`src/rtl/dpram_pkg.sv`:
```
// dpram_pkg: shared FSM state type and byte-lane helpers for dual_syn_ram_param.
package dpram_pkg;
    typedef enum logic {S_INIT, S_RUN} dpram_state_t;
    localparam int LANE_W = 8;
    function automatic int lanes(input int width);
        return width / LANE_W;
    endfunction
endpackage

```
`src/rtl/dual_syn_ram_param_if.sv`:
```
// dual_syn_ram_param_if: write/read/clear bus of the dual-port RAM.
interface dual_syn_ram_param_if
    import dpram_pkg::*;
#(
    parameter int WIDTH    = 8,
    parameter int DEPTH    = 16,
    parameter int ADDR_BUS = $clog2(DEPTH)
);
    localparam int NB = lanes(WIDTH);
    logic                clr;
    logic                we;
    logic [NB-1:0]       be;
    logic [ADDR_BUS-1:0] wr_addr;
    logic [WIDTH-1:0]    din;
    logic                re;
    logic [ADDR_BUS-1:0] rd_addr;
    logic [WIDTH-1:0]    dout;
    logic                dout_valid;
    logic                busy;
    modport master (output clr, we, be, wr_addr, din, re, rd_addr, input dout, dout_valid, busy);
    modport slave  (input clr, we, be, wr_addr, din, re, rd_addr, output dout, dout_valid, busy);
endinterface

```
`src/rtl/dpram_init_ctrl.sv`:
```
// dpram_init_ctrl: clear sequencer sweeping every address once after reset or clr.
module dpram_init_ctrl
    import dpram_pkg::*;
#(
    parameter int DEPTH    = 16,
    parameter int ADDR_BUS = $clog2(DEPTH)
) (
    input  logic                clk,
    input  logic                rst_n,
    input  logic                clr,
    output logic                busy,
    output logic                sweep_we,
    output logic [ADDR_BUS-1:0] sweep_addr
);
    localparam logic [ADDR_BUS-1:0] LAST = ADDR_BUS'(DEPTH - 1);
    dpram_state_t        state_q, state_d;
    logic [ADDR_BUS-1:0] sweep_addr_q, sweep_addr_d;
    always_ff @(posedge clk or negedge rst_n) begin
        if (!rst_n) begin
            state_q      <= S_INIT;
            sweep_addr_q <= '0;
        end else begin
            state_q      <= state_d;
            sweep_addr_q <= sweep_addr_d;
        end
    end
    always_comb begin
        state_d      = state_q;
        sweep_addr_d = sweep_addr_q;
        if (state_q == S_INIT) begin
            state_d      = (sweep_addr_q == LAST) ? S_RUN : S_INIT;
            sweep_addr_d = (sweep_addr_q == LAST) ? '0 : sweep_addr_q + 1'b1;
        end else if (clr) begin
            state_d      = S_INIT;
            sweep_addr_d = '0;
        end
    end
    assign busy       = (state_q == S_INIT);
    assign sweep_we   = busy;
    assign sweep_addr = sweep_addr_q;
endmodule

```
`src/rtl/dual_syn_ram_param.sv`:
```
// dual_syn_ram_param: simple dual-port RAM with byte enables, clear sweep and read-valid.
// Define DPRAM_WR_BYPASS_EN for write-first same-address reads (read-first otherwise).
module dual_syn_ram_param
    import dpram_pkg::*;
#(
    parameter int               WIDTH    = 8,
    parameter int               DEPTH    = 16,
    parameter int               ADDR_BUS = $clog2(DEPTH),
    parameter logic [WIDTH-1:0] INIT_VAL = '0
) (
    input  logic                clk,
    input  logic                rst_n,
    dual_syn_ram_param_if.slave bus
);
    localparam int NB = lanes(WIDTH);
    localparam logic [ADDR_BUS:0] DEPTH_X = (ADDR_BUS + 1)'(DEPTH);
    logic [WIDTH-1:0]    mem [DEPTH];
    logic                busy, sweep_we, wr_ok, rd_ok, rd_in, wen, dout_valid_q;
    logic [ADDR_BUS-1:0] sweep_addr, wa;
    logic [WIDTH-1:0]    wd, rd_d, dout_q;
    logic [NB-1:0]       wbe;
    dpram_init_ctrl #(.DEPTH(DEPTH), .ADDR_BUS(ADDR_BUS)) u_init (
        .clk        (clk),
        .rst_n      (rst_n),
        .clr        (bus.clr),
        .busy       (busy),
        .sweep_we   (sweep_we),
        .sweep_addr (sweep_addr)
    );
    // Out-of-range addresses only exist for non-power-of-2 DEPTH.
    assign wr_ok = bus.we && !busy && ({1'b0, bus.wr_addr} < DEPTH_X);
    assign rd_in = {1'b0, bus.rd_addr} < DEPTH_X;
    assign rd_ok = bus.re && !busy;
    assign wen   = busy ? sweep_we : wr_ok;
    assign wa    = busy ? sweep_addr : bus.wr_addr;
    assign wd    = busy ? INIT_VAL : bus.din;
    assign wbe   = busy ? '1 : bus.be;
    always_ff @(posedge clk) begin
        for (int i = 0; i < NB; i++)
            if (wen && wbe[i]) mem[wa][LANE_W*i +: LANE_W] <= wd[LANE_W*i +: LANE_W];
    end
    always_comb begin
        rd_d = rd_in ? mem[bus.rd_addr] : '0;
`ifdef DPRAM_WR_BYPASS_EN
        for (int i = 0; i < NB; i++)
            if (wr_ok && bus.wr_addr == bus.rd_addr && bus.be[i])
                rd_d[LANE_W*i +: LANE_W] = bus.din[LANE_W*i +: LANE_W];
`endif
    end
    always_ff @(posedge clk or negedge rst_n) begin
        if (!rst_n) begin
            dout_q       <= '0;
            dout_valid_q <= 1'b0;
        end else begin
            dout_valid_q <= rd_ok;
            if (rd_ok) dout_q <= rd_d;
        end
    end
    assign bus.dout       = dout_q;
    assign bus.dout_valid = dout_valid_q;
    assign bus.busy       = busy;
endmodule

```
`src/flat_wrapper.sv`:
```
// flat-port wrapper written by rule: the top's interface ports become plain ports
module dual_syn_ram_param_flat import dpram_pkg::*;
#(
    parameter int               WIDTH    = 8,
    parameter int               DEPTH    = 16,
    parameter int               ADDR_BUS = $clog2(DEPTH),
    parameter logic [WIDTH-1:0] INIT_VAL = '0
)
  (clk, rst_n, bus_clr, bus_we, bus_be, bus_wr_addr, bus_din, bus_re, bus_rd_addr, bus_dout, bus_dout_valid, bus_busy);
  dual_syn_ram_param_if #(.WIDTH(WIDTH), .DEPTH(DEPTH), .ADDR_BUS(ADDR_BUS)) bus_i ();
  input  logic clk;
  input  logic rst_n;
  input wire logic [$bits(bus_i.clr)-1:0] bus_clr;
  input wire logic [$bits(bus_i.we)-1:0] bus_we;
  input wire logic [$bits(bus_i.be)-1:0] bus_be;
  input wire logic [$bits(bus_i.wr_addr)-1:0] bus_wr_addr;
  input wire logic [$bits(bus_i.din)-1:0] bus_din;
  input wire logic [$bits(bus_i.re)-1:0] bus_re;
  input wire logic [$bits(bus_i.rd_addr)-1:0] bus_rd_addr;
  output wire logic [$bits(bus_i.dout)-1:0] bus_dout;
  output wire logic [$bits(bus_i.dout_valid)-1:0] bus_dout_valid;
  output wire logic [$bits(bus_i.busy)-1:0] bus_busy;
  assign bus_i.clr = bus_clr;
  assign bus_i.we = bus_we;
  assign bus_i.be = bus_be;
  assign bus_i.wr_addr = bus_wr_addr;
  assign bus_i.din = bus_din;
  assign bus_i.re = bus_re;
  assign bus_i.rd_addr = bus_rd_addr;
  assign bus_dout = bus_i.dout;
  assign bus_dout_valid = bus_i.dout_valid;
  assign bus_busy = bus_i.busy;
  dual_syn_ram_param #(.WIDTH(WIDTH), .DEPTH(DEPTH), .ADDR_BUS(ADDR_BUS), .INIT_VAL(INIT_VAL)) u_core (.clk(clk), .rst_n(rst_n), .bus(bus_i));
endmodule
```
`config.mk`:
```
export PLATFORM = sky130hd
export DESIGN_NAME = dual_syn_ram_param_flat
export DESIGN_NICKNAME = d
export VERILOG_FILES = /design/src/rtl/dpram_pkg.sv /design/src/rtl/dual_syn_ram_param_if.sv /design/src/rtl/dpram_init_ctrl.sv /design/src/rtl/dual_syn_ram_param.sv /design/src/flat_wrapper.sv
export SDC_FILE = /design/constraint.sdc
export NUM_CORES = 1
export LEC_CHECK = 0
export ABC_AREA = 1
export CELL_PAD_IN_SITES_DETAIL_PLACEMENT = 0
export CELL_PAD_IN_SITES_GLOBAL_PLACEMENT = 1
export CORE_MARGIN = 2
export CORE_UTILIZATION = 50
export CTS_CLUSTER_SIZE = 25
export DETAILED_ROUTE_END_ITERATION = 16
export PLACE_DENSITY_LB_ADDON = 0.1
export SLEW_MARGIN = 20
export SYNTH_ARGS = -nofsm -noshare
export SYNTH_HDL_FRONTEND = slang
export SYNTH_SLANG_ARGS = --single-unit
```
`constraint.sdc`:
```
create_clock -name clk -period 3.3 [get_ports clk]
set_clock_uncertainty 0.1 [all_clocks]
set_input_delay 0.66 -clock clk [delete_from_list [all_inputs] [get_ports clk]]
set_output_delay 0.66 -clock clk [all_outputs]
set_load 0.02 [all_outputs]
```
Word level (Yosys, flattened, before mapping)
Memory sizes are Yosys's and may differ from the RTL's. A register that Yosys moved wholly into a read port is not among the register bits.
Cells that the tools add are included.

cells by class
  $add $sub $neg = 1
  equal/unequal tests = 2
  multiplexer cells = 12
  bitwise gates (word level) = 1
  reduce and logical (&&, ||, !) cells = 4

operators by type and width
  kind                 number
  $mux 4               4
  $mux 8               1
  $mux 1               7
  $add 4x1->4 const B  1
  $eq 4x4->1 const B   1
  $logic_and 1x1->1    3
  $ne 2x2->1 const B   1
  $logic_not 1->1      1
  $not 1->1            1

storage, ports and cells
  bits in registers = 6
  bits in writable memories = 128
  input port bits = 22
  memories kept = 1

memory list
  name        words  bits a word  rd ports  clocked after memory_dff  write ports  line                      source
  u_core.mem  16     8            1         1                         1            dual_syn_ram_param.sv:17  logic [WIDTH-1:0] mem [DEPTH];

Logic depth before layout (Yosys ltp)
Gate-level depths: netlist (run 1).

  depth in word-level cells = 5
  depth in mapped cells = 10

Modules after synthesis
Synthesis (run 1) repeated with hierarchy kept, for this count alone.

second synthesis, totals
  cells, all modules = 543
  area total of the unflattened synthesis = 5941.9 µm²

modules (own cells, without submodules)
  module              times used  cells an instance  area each (µm²)  seq. area each (µm²)
  dual_syn_ram_param  1           514                5686.7           4068.9
  dpram_init_ctrl     1           29                 255.2            125.1

Least setup slack after synthesis (run 1)
No wires, ideal clock.

  kind = input-to-reg
  start point = input port bus_wr_addr[2]
  end point = memory u_core.mem[3][0] (enable)
  library setup time = 370 ps
  data arrival time = 1487 ps
  path slack = 1343 ps
  stages = 4
  cell sequence = or2_0 > o21ai_2 > nand3_1 > nor2_1

between the ends
  word-level cells in the longest chain between the ends = 1

ends and longest elaborated chain
  element          line                      source
  start, declared  flat_wrapper.sv:16        input wire logic [$bits(bus_i.wr_addr)-1:0] bus_wr_addr;
  $mux 4           dual_syn_ram_param.sv:35  assign wa = busy ? sweep_addr : bus.wr_addr;
  end, declared    dual_syn_ram_param.sv:17

Every way passes these cells.

Worst setup path after layout (run 1)
  start point = register u_core.u_init.state_q
  end point = output port bus_busy

between the ends
  word-level cells in the longest chain between the ends = 1

ends and longest elaborated chain
  element                 line                   source
  start, declared         dpram_init_ctrl.sv:16  dpram_state_t state_q, state_d;
  start signal, assigned  dpram_init_ctrl.sv:23  state_q <= state_d;
  $not 1->1               dpram_init_ctrl.sv:38  assign busy = (state_q == S_INIT);
  end, declared           flat_wrapper.sv:22     output wire logic [$bits(bus_i.busy)-1:0] bus_busy;

Every way passes these cells.

==> metrics, run 1 <==
number of H-tree levels=4; WL per Instance=around 19 µm; Setup crit end kind=output port; Reg2Reg Depth=4; HP Start=u_core.bus.dout[3]$_DFFE_PN0P_; Hold WC Path Type=reg -> reg; clock latency on the worst-skew pair=0.42 ns; Highest Clock Rate=~0.38 GHz; Die W=roughly 110 µm; Hold Vio Cnt, Final=0; FF+latch count, synth=between 100 and 150; area grow syn2layout=14.5%; DRT antenna net count=0; most common cell in the synthesized netlist=nand2_1; Design Power=slightly below 6 mW; Cells after Synth=around 540; vias in the first global route=around 3900; Num CTS Buffers=17; clock slew at reported path FFs=around 0.06 ns; switch share=between 30% and 40%; Max IR drop VDD=~0.51 mV; Initial Utilization=~52%; ys async rst share=between 9 and 10%; max cap viols=0; Leak Pwr=approximately 2.7 nW; row cnt=39; Cell Int Power=4.04 mW; number of iterations in the first detailed-routing pass=5; Buf/Inv on CP=2; Post-synth top cells=209 x nand2_1, 128 x edfxtp_1, 102 x nand3_1; Resize count post-CTS=0; share of the synthesized area in the top cell type=roughly 64%; core area=around 12000 µm²; final max-slew violation count=0; P_sw=~1.8 mW; syn nets=561; worst-path cell chain=inv_4 -> clkdlybuf4s50_1; vias=around 3900; syn avg cell area=around 11 µm²; combinational cell fraction of total power=about a fifth; synthesized area=5990 µm²; Clock Path Buffers=2; CP max-delay cell=dfrtp_1; DP HPWL=8630 µm; share of cells above drive strength 1=under 10%; Hold Buf Count CTS=0; Seq pwr share=a little under half; Final Setup Violations=0; R2R Setup Slk=0.72 ns; critical path required time=about 2.5 ns; dpl cells=between 600 and 700; Final Instance Count excl. Fillers=722; global-route wire length before repair=roughly 21000 µm; Tcrit/Tclk final=about four fifths; Hold Path Cell Cnt=2; Setup Fix Bufs, Post-CTS=0; RSZ-0062 raised after global routing=false; Worst-Margin Slew=approximately 1.0 ns; GRT Overall Usage=approximately 23%; reg-to-reg endpoint=u_core.mem[0][5]$_DFFE_PP_; RD Place Congestion=approximately 0.80; fin nets=between 500 and 600; status=complete, no violations; global route overflow=0; Period minus WS final=2.66 ns; post-synthesis sequential area ratio=70.0%; Ys Warns=0; crit path from=u_core.u_init.state_q$_DFF_PN0_; antenna violations before repair=0; Detailed Route Iter0 Violations=about 440; top area cells in the synthesized netlist=edfxtp_1 64%, nand2_1 13%, nand3_1 8.5%; crit path max fanout=16; Total Negative Setup Slacks=0 ns; largest net degree at the start of global routing=65; Via density=between 5 and 6; Synth area leader=edfxtp_1; Crit path max-delay family=flip-flops; Hold Path End=u_core.bus.dout[3]$_DFFE_PN0P_; Port Buffers=31; ANT cells=0; WP data arrival=approximately 1.9 ns; clock power share=a little under a third; Die Ht=approximately 110 µm; Main synth FF type=edfxtp_1; synth unique cells=20; Critical Path Source Type=flip-flop; Clock Sinks=142; critical path type=reg -> out; die area=about 13000 µm²; max_slew headroom=about 30%; CP max stage delay=~0.79 ns; Power Density=around 850 nW/µm²; Post-Route WL=~14000 µm; DRC=0; RR Startpoint=u_core.u_init.state_q$_DFF_PN0_; number of synthesized flops with an enable pin=128; CTS root buf=clkbuf_16; CTS tree=built; I/O pins=32
==> power groups by stage <==
stage	Clock (mW)	Sequential, mW	Combinational [mW]
2_1_floorplan	0	2.78	0.752
3_3_place_gp	0	2.78	1.21
3_5_place_dp	0	2.78	1.23
4_1_cts	1.86	2.75	1.24
5_1_grt	1.95	2.79	1.36
6_report	1.84	2.75	1.23
==> how the worst max path moves through the flow <==
stage | depth (start not counted) | to | slack [ns]
floorplan | 4 | u_core.mem[3][0]$_DFFE_PP_ | 1.34
global placement | 4 | u_core.mem[12][6]$_DFFE_PP_ | 0.66
detailed placement | 4 | u_core.mem[4][6]$_DFFE_PP_ | 0.58
CTS | 2 | bus_busy | 0.62
global route | 4 | u_core.mem[8][6]$_DFFE_PP_ | 0.54
finish | 2 | bus_busy | 0.64
==> per-stage QoR <==
stage / cell area, µm² / hold WS [ns] / util (%) / setup slack (ns)
floorplan: 5990 / 0.264 / - / 1.34
global placement: 6290 / 0.366 / 54.4 / 0.656
detailed placement: 6290 / 0.365 / 54.4 / 0.580
CTS: 6860 / 0.382 / 59.3 / 0.624
global route: 6860 / 0.415 / 59.3 / 0.535
finish: 6860 / 0.377 / 59.3 / 0.643
==> tightest hold or removal path, delay by kind of cell, from the launching register on <==
kind / cells / cell delay (ns)
simple gates: 2 / 0.11
flops: 1 / 0.34
==> final cells by class <==
cell class	instances	area, µm²
fill	983	4710
sequential	142	4190
multi-input combinational	346	1480
clock buffer	18	429
timing repair buffer	36	343
tap	143	179
clock inverter	13	140
inverter	24	92.6
==> layer usage <==
metal,up-vias,part of all wire (%),wire [µm],GRT usage [%]
li1,1891,-,-,-
met1,1836,46,6200,31.7
met2,133,46,6280,35.5
met3,22,5.9,806,5.21
met4,0,2.2,295,9.02
met5,-,0,0,0
==> sequential cells by signal, summed over array words and instances (netlist names) <==
signal / cells
u_core.u_init.state_q: 1
u_core.bus.dout_valid: 1
u_core.bus.dout: 8
u_core.mem: 128
u_core.u_init.sweep_addr: 4
==> cells in the final DEF (no fill, tap or decap), drive strengths merged, types with 6 or more instances in the layout <==
cell	n
clkbuf	18
buf	6
nand2	210
o21ai	7
clkdlybuf4s50	30
edfxtp	128
inv	27
nor2	18
dfrtp	14
nand3	102
==> logic make-up after synthesis <==
kind of cell | count (synthesis) | synth area share (%)
AO/OA/AOI/OAI | 9 | 0.982
XOR/XNOR | 1 | 0.146
adder cells (fa/ha/maj) | 1 | 0.209
buffers and inverters | 50 | 5.28
flip-flops | 142 | 70.0
AND/OR/NAND/NOR | 335 | 23.4
No activity file was read; power rests on OpenSTA's default activity.
==> run 2: changes to the inputs <==
CORE_UTILIZATION = 48   (was 50)
clock period = 2.6 ns   (was 3.3 ns; I/O delays follow)
==> metrics, run 2 (synthesized netlist as in run 1, its figures left out) <==
Hold Buf Count CTS=0 (unchanged); met3 wire length=714 µm (was 806 µm); Design Power=7.49 mW (was 5.81 mW); I/O pins=32 (unchanged); Leak Pwr=2.85 nW (was 2.72 nW); number of iterations in the first detailed-routing pass=4 (was 5); vias in the first global route=3878 (was 3857); combinational cell fraction of total power=22.4% (was 21.1%); Post-Route WL=13300 µm (was 13600 µm); Crit path max-delay family=buffers and inverters (was flip-flops); RD Place Congestion=0.818 (was 0.797); RSZ-0062 raised after global routing=false (unchanged); Via density=5.14 (was 5.38); most frequent cells in the layout=209 x nand2_1, 128 x edfxtp_1, 102 x nand3_1 (unchanged); Top Layer Used=met4 (unchanged); commonest non-fill, non-tap cell in the layout=nand2_1 (unchanged); WL per Instance=17.3 µm (was 18.8 µm); Resize count post-CTS=0 (unchanged); status=complete, no violations (unchanged); Initial Utilization=49.5% (was 51.8%); Final Core Density=58.5% (was 59.3%); DRC=0 (unchanged); global-route wire length before repair=20400 µm (was 21100 µm); Hold WC Path Type=reg -> reg (unchanged); CTS tree=built (unchanged); Num CTS Buffers=17 (unchanged); Clock Path Buffers=2 (unchanged); GRT Overall Usage=21.3% (was 22.8%); max cap viols=0 (unchanged); largest net degree at the start of global routing=65 (unchanged); CTS root buf=clkbuf_16 (unchanged); Filler cells=1029 (was 983); Die W=116 µm (was 113 µm); register bank with the most flops=u_core.mem (unchanged); clock slew at reported path FFs=0.06 ns (about the same); share of cells above drive strength 1=10.4% (was 7.60%); row cnt=40 (was 39); Tcrit/Tclk final=between 80 and 90%; DRT antenna net count=0 (unchanged); Total Negative Setup Slacks=0 ns (unchanged); switch share=29.2% (was 30.4%); Worst-Margin Slew=0.721 ns (was 1.05 ns); final max-slew violation count=0 (unchanged); number of H-tree levels=4 (unchanged); R2R Setup Slk=0.40 ns (was 0.72 ns); met2 WL post-DR=6730 µm (was 6280 µm); DP HPWL=8630 µm (about the same); ANT cells=0 (unchanged); critical path required time=1.98 ns (was 2.54 ns); Critical Path Source Type=flip-flop (unchanged); clock power share=31.3% (was 31.6%); Cell Int Power=5.30 mW (was 4.04 mW); M1 wire length=5790 µm (was 6200 µm); vias=3943 (was 3882); max_slew headroom=51.8% (was 29.9%); Seq pwr share=46.2% (was 47.3%); max FFs per register=128 (unchanged); WP data arrival=1.64 ns (was 1.90 ns); global route overflow=0 (unchanged); Setup crit end kind=output port (unchanged); Buf/Inv on CP=2 (unchanged); Detailed Route Iter0 Violations=221 (was 439); CP max stage delay=0.61 ns (was 0.79 ns); P_sw=2.19 mW (was 1.76 mW); core area=12100 µm² (was 11600 µm²); Max IR drop VDD=0.634 mV (was 0.515 mV); critical path type=reg -> out (unchanged); die area=13400 µm² (was 12900 µm²); Die Ht=116 µm (was 113 µm); antenna violations before repair=0 (unchanged); Hold Vio Cnt, Final=0 (unchanged); Port Buffers=31 (unchanged); fin nets=610 (was 590); Setup Fix Bufs, Post-CTS=0 (unchanged); Power Density=1060 nW/µm² (was 847 nW/µm²); clock latency on the worst-skew pair=0.40 ns (was 0.42 ns); CP max-delay cell=clkdlybuf4s50_1 (was dfrtp_1); worst-path cell chain=inv_4 -> clkdlybuf4s50_1 (unchanged); area grow syn2layout=18.2% (was 14.5%); Highest Clock Rate=about 0.44 GHz; Final Setup Violations=0 (unchanged); Clock Sinks=142 (unchanged); Period minus WS final=between 2 and 2.5 ns; crit path max fanout=9 (was 16)
## run 2: cell types whose count changed in the layout (fill, tap and decap cells not counted), sizes merged
cell / delta
buf: +20
clkinv: +5
inv: -3
clkinvlp: -2
bufinv: +1
clkbuf: -1
## run 2: tightest hold or removal path: cells and delay by family (launching register included)
kind	cells	cell delay, ns
flops	1	0.34
simple gates	2	0.10
## run 2: layer usage
metal / GRT usage [%] / vias up
li1: - / 1928
met1: 28.1 / 1938
met2: 35.7 / 72
met3: 4.50 / 5
met4: 6.90 / 0
met5: 0 / -
## run 2: cell type report
| type | instances | area [µm²] | area share [%] |
|---|---|---|---|
| sequential | 142 | 4190 | 59.2 |
| multi-input combinational | 346 | 1480 | 20.9 |
| timing repair buffer | 56 | 531 | 7.49 |
| clock buffer | 17 | 425 | 6.01 |
| tap | 168 | 210 | 2.97 |
| clock inverter | 14 | 150 | 2.12 |
| inverter | 24 | 92.6 | 1.31 |
## run 2: per-stage QoR
stage	instance area, µm²	cells	hold slack, ns	setup WS [ns]
finish	7080	767	0.379	0.335
global route	7080	767	0.408	0.222
CTS	7080	767	0.382	0.309
detailed placement	6510	736	0.368	0.0515
global placement	6510	736	0.364	0.0998
floorplan	5990	538	0.124	0.754
## run 2: path summary, 6_finish.rpt
check,startpoint,end,depth (start not counted)
worst max-delay path,u_core.u_init.state_q$_DFF_PN0_,bus_busy,2
worst min-delay path,u_core.bus.dout[7]$_DFFE_PN0P_,u_core.bus.dout[7]$_DFFE_PN0P_,2
worst max register to register,u_core.u_init.state_q$_DFF_PN0_,u_core.mem[13][4]$_DFFE_PP_,5
worst min register to register,u_core.bus.dout[7]$_DFFE_PN0P_,u_core.bus.dout[7]$_DFFE_PN0P_,2
max in group asynchronous,rst_n,u_core.u_init.state_q$_DFF_PN0_,1
min in group asynchronous,rst_n,u_core.bus.dout[1]$_DFFE_PN0P_,1
## run 2: power groups by stage
| stage | clock network, mW | logic (mW) | registers [mW] |
|---|---|---|---|
| after CTS | 2.39 | 1.71 | 3.46 |
| after floorplan | 0 | 0.954 | 3.52 |
| final | 2.35 | 1.68 | 3.46 |
| after detailed placement | 0 | 1.70 | 3.50 |
| after global placement | 0 | 1.67 | 3.50 |
| after global routing | 2.47 | 1.86 | 3.51 |
==> run 3: changes to the inputs <==
CORE_UTILIZATION = 35   (was 48)
SETUP_SLACK_MARGIN = 0.2   (was unset)
==> metrics, run 3 (synthesized netlist as in run 1, its figures left out) <==
status=complete, no violations (unchanged); row cnt=47 (was 40); M1 wire length=6660 µm (was 5790 µm); Setup crit end kind=output port (unchanged); ANT cells=0 (unchanged); Highest Clock Rate=0.453 GHz (was 0.442 GHz); RR Startpoint=u_core.u_init.state_q$_DFF_PN0_ (unchanged); final max-slew violation count=0 (unchanged); Period minus WS final=2.21 ns (was 2.26 ns); Hold Worst Slack=0.388 ns (was 0.379 ns); Num CTS Buffers=17 (unchanged); HP Start=u_core.bus.dout[0]$_DFFE_PN0P_ (was u_core.bus.dout[7]$_DFFE_PN0P_); Total Negative Setup Slacks=0 ns (unchanged); Clock Path Buffers=2 (unchanged); CTS root buf=clkbuf_16 (unchanged); die area=18200 µm² (was 13400 µm²); DRT antenna net count=0 (unchanged); Via density=4.62 (was 5.14); RD Place Congestion=0.728 (was 0.818); Die Ht=135 µm (was 116 µm); antenna violations before repair=0 (unchanged); number of iterations in the first detailed-routing pass=5 (was 4); area grow syn2layout=19.3% (was 18.2%); critical path required time=1.98 ns (about the same); most frequent cells in the layout=209 x nand2_1, 128 x edfxtp_1, 102 x nand3_1 (unchanged); Hold WC Path Type=reg -> reg (unchanged); Setup Fix Bufs, Post-CTS=0 (unchanged); crit path from=u_core.u_init.state_q$_DFF_PN0_ (unchanged); Port Buffers=31 (unchanged); clock slew at reported path FFs=0.06 ns (about the same); max FFs per register=128 (unchanged); max cap viols=0 (unchanged); Resize count post-CTS=0 (unchanged); Hold Buf Count CTS=0 (unchanged); DP HPWL=9250 µm (was 8630 µm); Initial Utilization=36.0% (was 49.5%); Power Density=1060 nW/µm² (about the same); fin nets=611 (was 610); Hold Vio Cnt, Final=0 (unchanged); Reg2Reg Depth=5 (unchanged); Die W=135 µm (was 116 µm); CTS tree=built (unchanged); Hold Path Cell Cnt=2 (unchanged); Clock Sinks=142 (unchanged); crit path max fanout=9 (unchanged); DRC=0 (unchanged); Post-Route WL=14500 µm (was 13300 µm); met3 wire length=584 µm (was 714 µm); vias=3792 (was 3943); Critical Path Source Type=flip-flop (unchanged); GRT Overall Usage=17.1% (was 21.3%); commonest non-fill, non-tap cell in the layout=nand2_1 (unchanged); register bank with the most flops=u_core.mem (unchanged); critical path type=reg -> out (unchanged); max_slew headroom=52.9% (was 51.8%); RSZ-0062 raised after global routing=false (unchanged); share of cells above drive strength 1=11.0% (was 10.4%); Final Core Density=42.9% (was 58.5%); WP data arrival=1.59 ns (was 1.64 ns); Top Layer Used=met4 (unchanged); vias in the first global route=3806 (was 3878); Leak Pwr=2.84 nW (was 2.85 nW); WL per Instance=17.7 µm (was 17.3 µm); Final Setup Violations=0 (unchanged); core area=16600 µm² (was 12100 µm²); number of H-tree levels=4 (unchanged); clock latency on the worst-skew pair=0.42 ns (was 0.40 ns); Tcrit/Tclk final=84.9% (was 87.1%); Worst-Margin Slew=0.704 ns (was 0.721 ns); Max IR drop VDD=0.497 mV (was 0.634 mV); largest net degree at the start of global routing=65 (unchanged); global route overflow=0 (unchanged); global-route wire length before repair=22400 µm (was 20400 µm); I/O pins=32 (unchanged); Detailed Route Iter0 Violations=286 (was 221); met2 WL post-DR=7070 µm (was 6730 µm)
## run 3: final cells by class
type / instances / area [µm²]
clock inverter: 13 / 144
timing repair buffer: 57 / 526
sequential: 142 / 4190
fill: 1571 / 9500
clock buffer: 19 / 433
multi-input combinational: 346 / 1480
inverter: 24 / 92.6
tap: 220 / 275
## run 3: per-stage QoR
step / setup slack (ns) / cells / area, µm² / total power [mW]
2_1_floorplan: 0.754 / 538 / 5990 / 4.48
3_3_place_gp: 0.0637 / 789 / 6570 / 5.25
3_5_place_dp: 0.0605 / 789 / 6570 / 5.26
4_1_cts: 0.374 / 821 / 7140 / 7.63
5_1_grt: 0.329 / 821 / 7140 / 7.95
6_report: 0.393 / 821 / 7140 / 7.55
## run 3: power by group
part           switching, mW  internal, mW  total, mW
logic                   1.16         0.571       1.73
clock network          0.957          1.41       2.37
registers              0.188          3.26       3.45
total                   2.30          5.25       7.55
## run 3: final timing paths
check                                                          end  slack (ns)
hold reg to reg                     u_core.bus.dout[0]$_DFFE_PN0P_        0.39
setup reg to reg                        u_core.mem[5][5]$_DFFE_PP_        0.49
min in group asynchronous           u_core.bus.dout[1]$_DFFE_PN0P_        0.40
max in group asynchronous  u_core.u_init.sweep_addr[3]$_DFFE_PN0P_        1.57
setup / recovery                                          bus_busy        0.39
hold / removal                      u_core.bus.dout[0]$_DFFE_PN0P_        0.39
## run 3: worst max-delay path, stage by stage (launching register included)
cell	delay [ns]
dfrtp_1	0.44
inv_4	0.12
clkdlybuf4s50_1	0.61
## run 3: layer usage
metal / global-route usage [%] / vias to the layer above
met5: 0 / -
met4: 6.90 / 0
met3: 3.27 / 14
met2: 27.9 / 58
met1: 22.5 / 1792
li1: - / 1928
